File: src/rtl/tl_pkg.sv
// rtl/tl_pkg.sv - shared states, lamp codes and counter constants for the traffic light controller
package tl_pkg;

    typedef enum logic [2:0] {
        INIT  = 3'd0,
        NSG   = 3'd1,
        NSY   = 3'd2,
        EWG   = 3'd3,
        EWY   = 3'd4,
        FLASH = 3'd5
    } state_t;

    localparam logic [2:0] RED = 3'b100;
    localparam logic [2:0] YEL = 3'b010;
    localparam logic [2:0] GRN = 3'b001;
    localparam logic [2:0] OFF = 3'b000;

    localparam logic [7:0] CNT_MAX = 8'h99;
    localparam logic [7:0] CNT_ONE = 8'h01;

endpackage

File: src/rtl/tl_lamp_decode.sv
// rtl/tl_lamp_decode.sv - combinational lamp decode from registered phase and flash_on
module tl_lamp_decode
    import tl_pkg::*;
(
    input  state_t     state,
    input  logic       flash_on,
    output logic [2:0] ns_lamp,
    output logic [2:0] ew_lamp
);

    always_comb begin
        ns_lamp = RED;
        ew_lamp = RED;
        case (state)
            NSG:     ns_lamp = GRN;
            NSY:     ns_lamp = YEL;
            EWG:     ew_lamp = GRN;
            EWY:     ew_lamp = YEL;
            FLASH: begin
                ns_lamp = flash_on ? YEL : OFF;
                ew_lamp = flash_on ? YEL : OFF;
            end
            default: ;
        endcase
    end

endmodule

File: src/rtl/traffic_light_ctrl.sv
// rtl/traffic_light_ctrl.sv - two-road phase sequencer driving an external BCD down-counter timer
module traffic_light_ctrl
    import tl_pkg::*;
#(
    parameter logic [7:0] T_NSG = 8'h25,
    parameter logic [7:0] T_NSY = 8'h03,
    parameter logic [7:0] T_EWG = 8'h20,
    parameter logic [7:0] T_EWY = 8'h03
) (
    input  logic       CP,
    input  logic       CR,
    input  logic       tick,
    input  logic       hold,
    input  logic       night,
    input  logic [7:0] cnt_q,
    output logic       cnt_ce,
    output logic       cnt_up,
    output logic       cnt_pe,
    output logic [7:0] cnt_d,
    output logic [7:0] cnt_max,
    output logic [2:0] ns_lamp,
    output logic [2:0] ew_lamp,
    output logic [2:0] phase
);

    state_t state;
    logic   flash_on;
    logic   phase_end;

    assign cnt_up    = 1'b0;
    assign cnt_max   = CNT_MAX;
    assign phase     = state;
    assign phase_end = tick && (cnt_q == CNT_ONE);

    always_ff @(posedge CP) begin
        if (CR) begin
            state    <= INIT;
            flash_on <= 1'b0;
        end else begin
            case (state)
                INIT: state <= NSG;
                NSG, NSY, EWG, EWY: begin
                    if (night) begin
                        state    <= FLASH;
                        flash_on <= 1'b1;
                    end else if (!hold && phase_end) begin
                        case (state)
                            NSG:     state <= NSY;
                            NSY:     state <= EWG;
                            EWG:     state <= EWY;
                            default: state <= NSG;
                        endcase
                    end
                end
                FLASH: begin
                    if (!night)
                        state <= INIT;
                    else if (tick)
                        flash_on <= !flash_on;
                end
                default: state <= INIT;
            endcase
        end
    end

    // Load data always presents the following phase's duration so the reload is a single-cycle pulse.
    always_comb begin
        cnt_ce = 1'b0;
        cnt_pe = 1'b0;
        case (state)
            NSG:     cnt_d = T_NSY;
            NSY:     cnt_d = T_EWG;
            EWG:     cnt_d = T_EWY;
            default: cnt_d = T_NSG;
        endcase
        case (state)
            INIT: begin
                cnt_ce = 1'b1;
                cnt_pe = 1'b1;
            end
            NSG, NSY, EWG, EWY: begin
                if (!night && !hold && tick) begin
                    cnt_ce = 1'b1;
                    cnt_pe = phase_end;
                end
            end
            default: ;
        endcase
    end

    tl_lamp_decode u_lamp_decode (
        .state    (state),
        .flash_on (flash_on),
        .ns_lamp  (ns_lamp),
        .ew_lamp  (ew_lamp)
    );

endmodule

File: config.mk
export PLATFORM = sky130hd
export DESIGN_NAME = traffic_light_ctrl
export DESIGN_NICKNAME = d
export VERILOG_FILES = /design/src/rtl/tl_pkg.sv /design/src/rtl/tl_lamp_decode.sv /design/src/rtl/traffic_light_ctrl.sv
export SDC_FILE = /design/constraint.sdc
export NUM_CORES = 1
export LEC_CHECK = 0
export CAP_MARGIN = 25
export CORE_MARGIN = 8
export CORE_UTILIZATION = 40
export DETAILED_ROUTE_END_ITERATION = 12
export DONT_BUFFER_PORTS = 1
export PLACE_DENSITY = 0.51
export SLEW_MARGIN = 5
export SYNTH_ARGS = -nofsm -noshare
export SYNTH_HDL_FRONTEND = slang
export SYNTH_HIERARCHICAL = 1
export SYNTH_SLANG_ARGS = --single-unit
File: constraint.sdc
create_clock -name CP -period 2.95 [get_ports CP]
set_clock_uncertainty 0.2 [all_clocks]
set_input_delay 0.295 -clock CP [delete_from_list [all_inputs] [get_ports CP]]
set_output_delay 0.295 -clock CP [all_outputs]
set_load 0.005 [all_outputs]
==> flow_summary.json, run 1 <==
{
  "status": "complete, no violations",
  "rows": 13,
  "ir_drop_mv": 0.1464,
  "ant_nets": 0,
  "die_y_um": 53.06,
  "holdPathEnd": "phase[1]",
  "routed_via_density": 5.459,
  "worst_path_max_delay_cell": "dfxtp_1",
  "slew_viol_final": 0,
  "drtIter0Drc": 14,
  "cts.sinks": 4,
  "placed_area_um2": 488.0,
  "worst_slack_ns": 1.041,
  "cts_resized": 0,
  "cts_hold_buf": 1,
  "p_seq_frac": 0.396,
  "clk_pin_slew_ns": 0.04,
  "drcViolationCount": 0,
  "grt_pass1_wl_mm": 2.083,
  "routed_wl_mm": 1.368,
  "place_ws_ns": 1.106,
  "cts_root_buf": "clkbuf_4",
  "net-switching-power_uw": 53.02,
  "num_vias": 464,
  "synth_flop_cell": "dfxtp_1",
  "final-hold-violation-count": 0,
  "gr-usage-met1": 0.1136,
  "p_leak_uw": 0.0001990,
  "rsz0062_at_grt": "false",
  "reg2reg_slack_ns": 1.26,
  "clock_latency_ns": 0.23,
  "synth_area_um2": 549.3,
  "seq_area_frac_synth": 0.1458,
  "grt_overflow": 0,
  "wire_per_inst_um": 16.09,
  "period_share": 0.6473,
  "crit_buf_inv": 0,
  "cts_buffers": 3,
  "final_util": 0.4051,
  "crit_arrival_ns": 1.41,
  "busiest_layer": "met2",
  "nFillCells": 152,
  "place_congestion": 0.7268,
  "ff2ff_path_depth": 3,
  "setup_tns_ns": 0,
  "setup_violations": 0,
  "core-area_um2": 1285,
  "fmax_mhz": 523.7,
  "end_kind": "output port",
  "syn_to_final_growth_pct": -5.239,
  "relSlewSlack": 0.6246,
  "path_delay_family": "flip-flops",
  "min_from": "CR",
  "crit_path_start_kind": "register",
  "drv_cap": 0,
  "diodes": 0,
  "whs_path_depth": 3,
  "clockPowerShare": 0.397,
  "grt_util_all_layers": 0.09782,
  "crit_path_max_fanout": 18,
  "final_cell_mix": "conb_1, nor2_1, dfxtp_1",
  "grt.met3_usage": 0.04482,
  "fin_area_um2": 520.5,
  "postSynthAreaPerCell_um2": 7.736,
  "worstReg2RegStart": "phase[1]",
  "cellInternalPower_uw": 118.9,
  "required_ns": 2.46,
  "nets": 85,
  "dieArea_um2": 2815,
  "cts_tree": "yes",
  "hp-class": "input port to register",
  "synth_edf_count": 0,
  "powerDensity_nw_per_um2": 330.3,
  "grt_max_degree": 19,
  "syn_inst": 71,
  "start_util": 0.4275,
  "period_needed_ns": 1.909,
  "worst_pin_slew_ns": 0.5624,
  "layout_commonest_cell": "conb_1",
  "final_cells": 85,
  "drtPass1Iterations": 4,
  "post-dp-hpwl_mm": 1.043,
  "clockBufferDepth": 2,
  "cts_max_level": 1,
  "reg2reg_to": "phase[0]",
  "crit_type": "register to output port",
  "cp_cell_sequence": "nor2_1, maj3_1",
  "postSynth.asyncResetShare": 0,
  "netSwitchingFraction": 0.3084,
  "synth_cell_types": 40,
  "ios": 41,
  "antenna_found_initial": 0,
  "ys_seq_elements": 4,
  "drive_gt1_frac": 0.1429,
  "max_stage_delay_ns": 0.67,
  "die-width_um": 53.06,
  "placedCellCount": 81,
  "io_buffers": 0,
  "cts_setup_buffers": 0,
  "comb_power_share": 0.207,
  "use_met2": 0.1465,
  "yosys_warnings": 6,
  "grt_pass1_vias": 430
}
==> worst register-to-register path, stage by stage (launching register included) <==
cell and delay, ns:
dfxtp_1 0.64, or3b_2 0.49, a32oi_1 0.16, nor3_1 0.07
==> per-layer routing <==
layer | vias up | wire [µm]
met2 | 24 | 629
met1 | 212 | 544
li1 | 228 | -
met3 | 0 | 195
met4 | 0 | 0
met5 | - | 0
==> metrics by stage <==
step	hold WS [ns]	power, µW
after floorplan	0.1671	112.1
after global placement	0.1713	103.1
after detailed placement	0.1701	103.1
after CTS	0.05036	176.0
after global routing	0.07525	188.9
final	0.05889	171.9
==> how the worst max path moves through the flow <==
stage | to | slack (ns) | cells after the start | from
2_1_floorplan | cnt_pe | 1.17 | 3 | cnt_q[5]
3_3_place_gp | cnt_pe | 1.11 | 3 | cnt_q[5]
3_5_place_dp | cnt_pe | 1.11 | 3 | cnt_q[5]
4_1_cts | cnt_pe | 1.03 | 2 | phase[0]
5_1_grt | cnt_pe | 0.91 | 2 | phase[0]
6_report | cnt_ce | 1.04 | 2 | phase[0]
==> layout make-up <==
class | count | area, µm² | area share
clock buffers | 3 | 22.52 | 0.04327
inverters | 4 | 15.01 | 0.02885
well taps | 15 | 18.77 | 0.03606
repair buffers | 1 | 10.01 | 0.01923
multi-input cells | 58 | 374.1 | 0.7188
flip-flops and latches | 4 | 80.08 | 0.1538
==> cells by family (layout without fill, tap and decap cells) <==
kind of cell               Yosys count  in the layout  share of synthesized area
muxes                                1              1                    0.01822
AOI/OAI and AO/OA                   11             11                     0.1435
and+or+nand+nor                     31             31                     0.3941
other                                2             13                    0.01367
DFF                                  4              4                     0.1458
buffers and inverters               20              8                     0.2483
adders and majority gates            2              2                    0.03645
==> synth_stat cells, types with 2 or more instances <==
| master | number | share of area |
|---|---|---|
| buf_4 | 13 | 0.18 |
| dfxtp_1 | 4 | 0.15 |
| nor2_1 | 4 | 0.027 |
| inv_1 | 3 | 0.020 |
| nand2_1 | 3 | 0.020 |
| nand2b_1 | 3 | 0.034 |
| nor2b_1 | 3 | 0.034 |
| conb_1 | 2 | 0.014 |
| maj3_1 | 2 | 0.036 |
| nand4_1 | 2 | 0.023 |
| nor3_1 | 2 | 0.018 |
| nor3b_1 | 2 | 0.027 |
==> flip-flops by register name, summed over array words and instances (netlist names) <==
name / cells
flash_on: 1
phase: 3
==> power by group through the flow <==
stage / Sequential (µW) / Combinational (µW) / Clock (µW)
final: 68.1 / 35.7 / 68.2
after global placement: 69.1 / 33.9 / 0
after detailed placement: 69.2 / 33.9 / 0
after floorplan: 64.3 / 47.7 / 0
after CTS: 68.2 / 35.6 / 72.2
after global routing: 70.1 / 40.5 / 78.4
Power figures use the tool's default switching activity.
==> inputs of run 2 (changes only) <==
==> constraint.sdc (replaced) <==
create_clock -name CP -period 2 [get_ports CP]
set_clock_uncertainty 0.2 [all_clocks]
set_input_delay 0.2 -clock CP [delete_from_list [all_inputs] [get_ports CP]]
set_output_delay 0.2 -clock CP [all_outputs]
set_load 0.005 [all_outputs]
==> run 2 against run 1 <==
Net effect:
- critical path depth unchanged
- die area unchanged
- routed wire length increased by 3.2%
- power rose by 50%
- worst setup slack worse by 0.85 ns
==> flow_summary.json, run 2 (synthesis results as in run 1) <==
{
  "status": "complete, no violations",
  "io_buffers": 0,
  "dieArea_um2": 2815,
  "largest_register_ffs": 3,
  "nets": 88,
  "clock_latency_ns": 0.23,
  "final-hold-violation-count": 0,
  "relSlewSlack": 0.5989,
  "cts_buffers": 3,
  "diodes": 0,
  "fmax_mhz": 553.4,
  "crit_type": "register to output port",
  "required_ns": 1.60,
  "cts_tree": "yes",
  "crit_path_max_fanout": 18,
  "crit_path_start_kind": "register",
  "period_share": 0.9036,
  "wire_per_inst_um": 16.05,
  "ir_drop_mv": 0.1852,
  "final_cell_mix": "conb_1, nor2_1, dfxtp_1",
  "clk_pin_slew_ns": 0.04,
  "grt_max_degree": 19,
  "end_kind": "output port",
  "drtPass1Iterations": 4,
  "ios": 41,
  "grt_pass1_vias": 472,
  "start_util": 0.4275,
  "powerDensity_nw_per_um2": 469.7,
  "drv_cap": 0,
  "cts_max_level": 1,
  "layout_commonest_cell": "conb_1",
  "clockBufferDepth": 2,
  "rows": 13,
  "routed_wl_mm": 1.412,
  "crit_arrival_ns": 1.41,
  "grt_overflow": 0,
  "cts_resized": 0,
  "hp-class": "input port to register",
  "die_y_um": 53.06,
  "num_vias": 485,
  "place_congestion": 0.7569,
  "drive_gt1_frac": 0.1507,
  "die-width_um": 53.06,
  "rsz0062_at_grt": "false",
  "cts.sinks": 4,
  "multi_input_area_um2": 374.1,
  "core-area_um2": 1285,
  "period_needed_ns": 1.807,
  "drcViolationCount": 0,
  "cts_setup_buffers": 0,
  "drtIter0Drc": 6,
  "setup_tns_ns": 0,
  "grt_util_all_layers": 0.09614,
  "nFillCells": 146,
  "antenna_found_initial": 0,
  "slew_viol_final": 0,
  "setup_violations": 0,
  "regArea_um2": 80.08,
  "grt_pass1_wl_mm": 2.063,
  "p_leak_uw": 0.0002128,
  "post-dp-hpwl_mm": 1.066,
  "fin_hold_ws_ns": 0.02000,
  "cts_root_buf": "clkbuf_4",
  "worst_pin_slew_ns": 0.5933,
  "ant_nets": 0,
  "routed_via_density": 5.511,
  "syn_to_final_growth_pct": -0.2278
}
[run 2: cell count changes in the layout (fill, tap and decap cells not counted), sizes merged]
cell	before	now
buf	0	1
dlygate4sd3	1	3
[run 2: routing by layer]
metal	part of all wire	vias up	GRT usage
met5	0	-	0
met4	0.0057	0	0.06303
li1	-	238	-
met3	0.14	2	0.04762
met2	0.46	22	0.1465
met1	0.40	223	0.1025
[run 2: power breakdown]
part | switching (µW) | internal (µW) | total, µW | leakage [µW]
Clock | 32.1 | 67.1 | 99.2 | 0.0000138
Sequential | 15.4 | 85.2 | 101 | 0.0000331
Combinational | 32.0 | 25.7 | 57.6 | 0.000166
Total | 79.5 | 178 | 257 | 0.000213
[run 2: final cells by class]
cell class / count / share of cell area
repair buffers: 4 / 0.06849
well taps: 15 / 0.03425
inverters: 4 / 0.02740
multi-input cells: 58 / 0.6826
clock buffers: 3 / 0.04110
flip-flops and latches: 4 / 0.1461
[run 2: final timing paths]
path,endpoint,slack [ns],cells after the start,start
setup reg to reg,phase[0],0.44,3,phase[0]
hold reg to reg,flash_on,0.40,2,flash_on
setup / recovery,cnt_pe,0.19,2,phase[0]
hold / removal,phase[2],0.02,3,cnt_q[6]
[run 2: repair_timing]
action,CTS,global route
endpoints found under the setup margin,0,0
hold buffers,3,0
hold endpoints to repair,4,0
[run 2: worst max-delay path: stages (launching register included)]
cell and delay, ns:
dfxtp_1 0.66, nor2_1 0.14, maj3_1 0.38
[run 2: per-stage QoR]
step | power [µW] | area [µm²] | worst slack (ns) | utilization | std cells
after floorplan | 165.3 | 590.6 | 0.4141 | - | 82
after global placement | 151.9 | 495.5 | 0.3541 | 0.3856 | 82
after global routing | 283.1 | 548.0 | 0.04538 | 0.4265 | 88
final | 257.4 | 548.0 | 0.1929 | 0.4265 | 88
after CTS | 261.5 | 548.0 | 0.1510 | 0.4265 | 88
after detailed placement | 152.2 | 495.5 | 0.3584 | 0.3856 | 82
==> inputs of run 3 (changes only) <==
--- a/config.mk
+++ b/config.mk
@@ -6,7 +6,6 @@
 export NUM_CORES = 1
 export LEC_CHECK = 0
 export CAP_MARGIN = 25
-export CORE_MARGIN = 8
 export CORE_UTILIZATION = 40
 export DETAILED_ROUTE_END_ITERATION = 12
 export DONT_BUFFER_PORTS = 1
==> run 3 against run 2 <==
Net effect:
- global-route usage is 5.0 points higher
- worst setup slack better by 0.019 ns
- routed wire length down 26%
- fmax is 1.1% higher
- cell count fell by 1.1%
- largest power group unchanged
==> flow_summary.json, run 3 (synthesis results as in run 1) <==
{
  "status": "complete, no violations",
  "setup_violations": 0,
  "setup_tns_ns": 0,
  "final_cell_mix": "conb_1, nor2_1, dfxtp_1",
  "worstReg2RegStart": "phase[1]",
  "slew_viol_final": 0,
  "drv_cap": 0,
  "crit_arrival_ns": 1.39,
  "crit_path_start_kind": "register",
  "path_delay_family": "flip-flops",
  "powerDensity_nw_per_um2": 464.0,
  "cts_tree": "yes",
  "worst_slack_ns": 0.2117,
  "ant_nets": 0,
  "cp_cell_sequence": "buf_4, nor2_1, maj3_1",
  "die-width_um": 39.06,
  "required_ns": 1.60,
  "hp-class": "input port to register",
  "die_y_um": 39.06,
  "whs_path_depth": 3,
  "layout_commonest_cell": "conb_1",
  "routed_via_density": 5.494,
  "comb_power_share": 0.219,
  "grt_util_all_layers": 0.1461,
  "grt_pass1_wl_mm": 1.469,
  "ios": 41,
  "nets": 88,
  "clock_latency_ns": 0.23,
  "post-dp-hpwl_um": 789.3,
  "reg2reg_slack_ns": 0.41,
  "diodes": 0,
  "period_share": 0.8942,
  "clockPowerShare": 0.387,
  "largest_register_ffs": 3,
  "netSwitchingFraction": 0.2989,
  "placedCellCount": 81,
  "ff2ff_path_depth": 3,
  "relSlewSlack": 0.5918,
  "nFillCells": 136,
  "drcViolationCount": 0,
  "clockBufferDepth": 2,
  "final_cells": 87,
  "regArea_um2": 80.08,
  "cts_resized": 0,
  "antenna_found_initial": 0,
  "holdPathEnd": "phase[2]",
  "grt_overflow": 0,
  "drive_gt1_frac": 0.1507,
  "place_congestion": 0.7598,
  "crit_path_max_fanout": 12,
  "dieArea_um2": 1525,
  "cts_buffers": 3,
  "rows": 12,
  "core-area_um2": 1186,
  "drtIter0Drc": 13,
  "grt_max_degree": 19,
  "cellInternalPower_uw": 177.9,
  "routed_wl_mm": 1.047,
  "io_buffers": 0,
  "fin_area_um2": 546.8,
  "reg2reg_to": "phase[0]",
  "p_leak_uw": 0.0002128,
  "min_from": "cnt_q[6]",
  "final-hold-violation-count": 0,
  "cts_max_level": 1,
  "placed_area_um2": 494.2,
  "wire_per_inst_um": 12.03,
  "ir_drop_mv": 0.2028,
  "drtPass1Iterations": 4,
  "period_needed_ns": 1.788,
  "cts_root_buf": "clkbuf_4",
  "net-switching-power_uw": 75.83,
  "crit_type": "register to output port",
  "clk_pin_slew_ns": 0.04,
  "num_vias": 478,
  "worst_pin_slew_ns": 0.6037,
  "end_kind": "output port",
  "cts.sinks": 4,
  "p_seq_frac": 0.394,
  "worst_path_max_delay_cell": "dfxtp_1",
  "place_ws_ns": 0.3467,
  "power_uw": 253.7,
  "crit_buf_inv": 1,
  "syn_to_final_growth_pct": -0.4557,
  "fmax_mhz": 559.2,
  "multi_input_area_um2": 374.1,
  "grt_pass1_vias": 346,
  "start_util": 0.4631,
  "rsz0062_at_grt": "false",
  "max_stage_delay_ns": 0.53
}
run 3: metal layers:
metal / vias up / track usage / wire (µm)
met2: 28 / 0.2208 / 474
met5: - / 0 / 0
met4: 0 / 0.05172 / 11
met3: 2 / 0.07514 / 97
li1: 240 / - / -
met1: 208 / 0.1741 / 463
run 3: repair_timing:
action,CTS,global route
hold buffers,3,0
hold endpoints to repair,4,0
setup buffers,0,0
run 3: cell type report:
type,count,area share
timing repair buffer,4,0.06865
clock buffer,3,0.04119
sequential,4,0.1465
tap,14,0.03204
multi-input combinational,58,0.6842
inverter,4,0.02746
run 3: per-stage QoR:
| stage | hold WS [ns] | utilization |
|---|---|---|
| after global placement | 0.07900 | 0.4167 |
| final | 0.02614 | 0.4610 |
| after global routing | 0.05614 | 0.4610 |
| after detailed placement | 0.07566 | 0.4167 |
| after CTS | 0.02249 | 0.4610 |
| after floorplan | 0.07214 | - |
run 3: worst reg2reg max path, cell delays in order, from the launching register on:
cell and delay, ns:
dfxtp_1 0.53, or3b_2 0.48, a32oi_1 0.18, nor3_1 0.07
run 3: how the worst max path moves through the flow:
| stage | start | to | slack, ns | depth (start not counted) |
|---|---|---|---|---|
| global route | phase[1] | cnt_ce | 0.12 | 3 |
| floorplan | cnt_q[5] | cnt_pe | 0.41 | 3 |
| finish | phase[1] | cnt_pe | 0.21 | 3 |
| global placement | cnt_q[5] | cnt_pe | 0.36 | 3 |
| detailed placement | cnt_q[5] | cnt_pe | 0.35 | 3 |
| CTS | phase[1] | cnt_pe | 0.21 | 3 |
run 3: power groups by stage:
stage	registers [µW]	clock network [µW]	logic, µW
floorplan	94.8	0	70.4
global placement	101	0	48.7
detailed placement	101	0	48.3
CTS	99.7	102	55.2
global route	102	107	63.1
finish	100	98.2	55.5
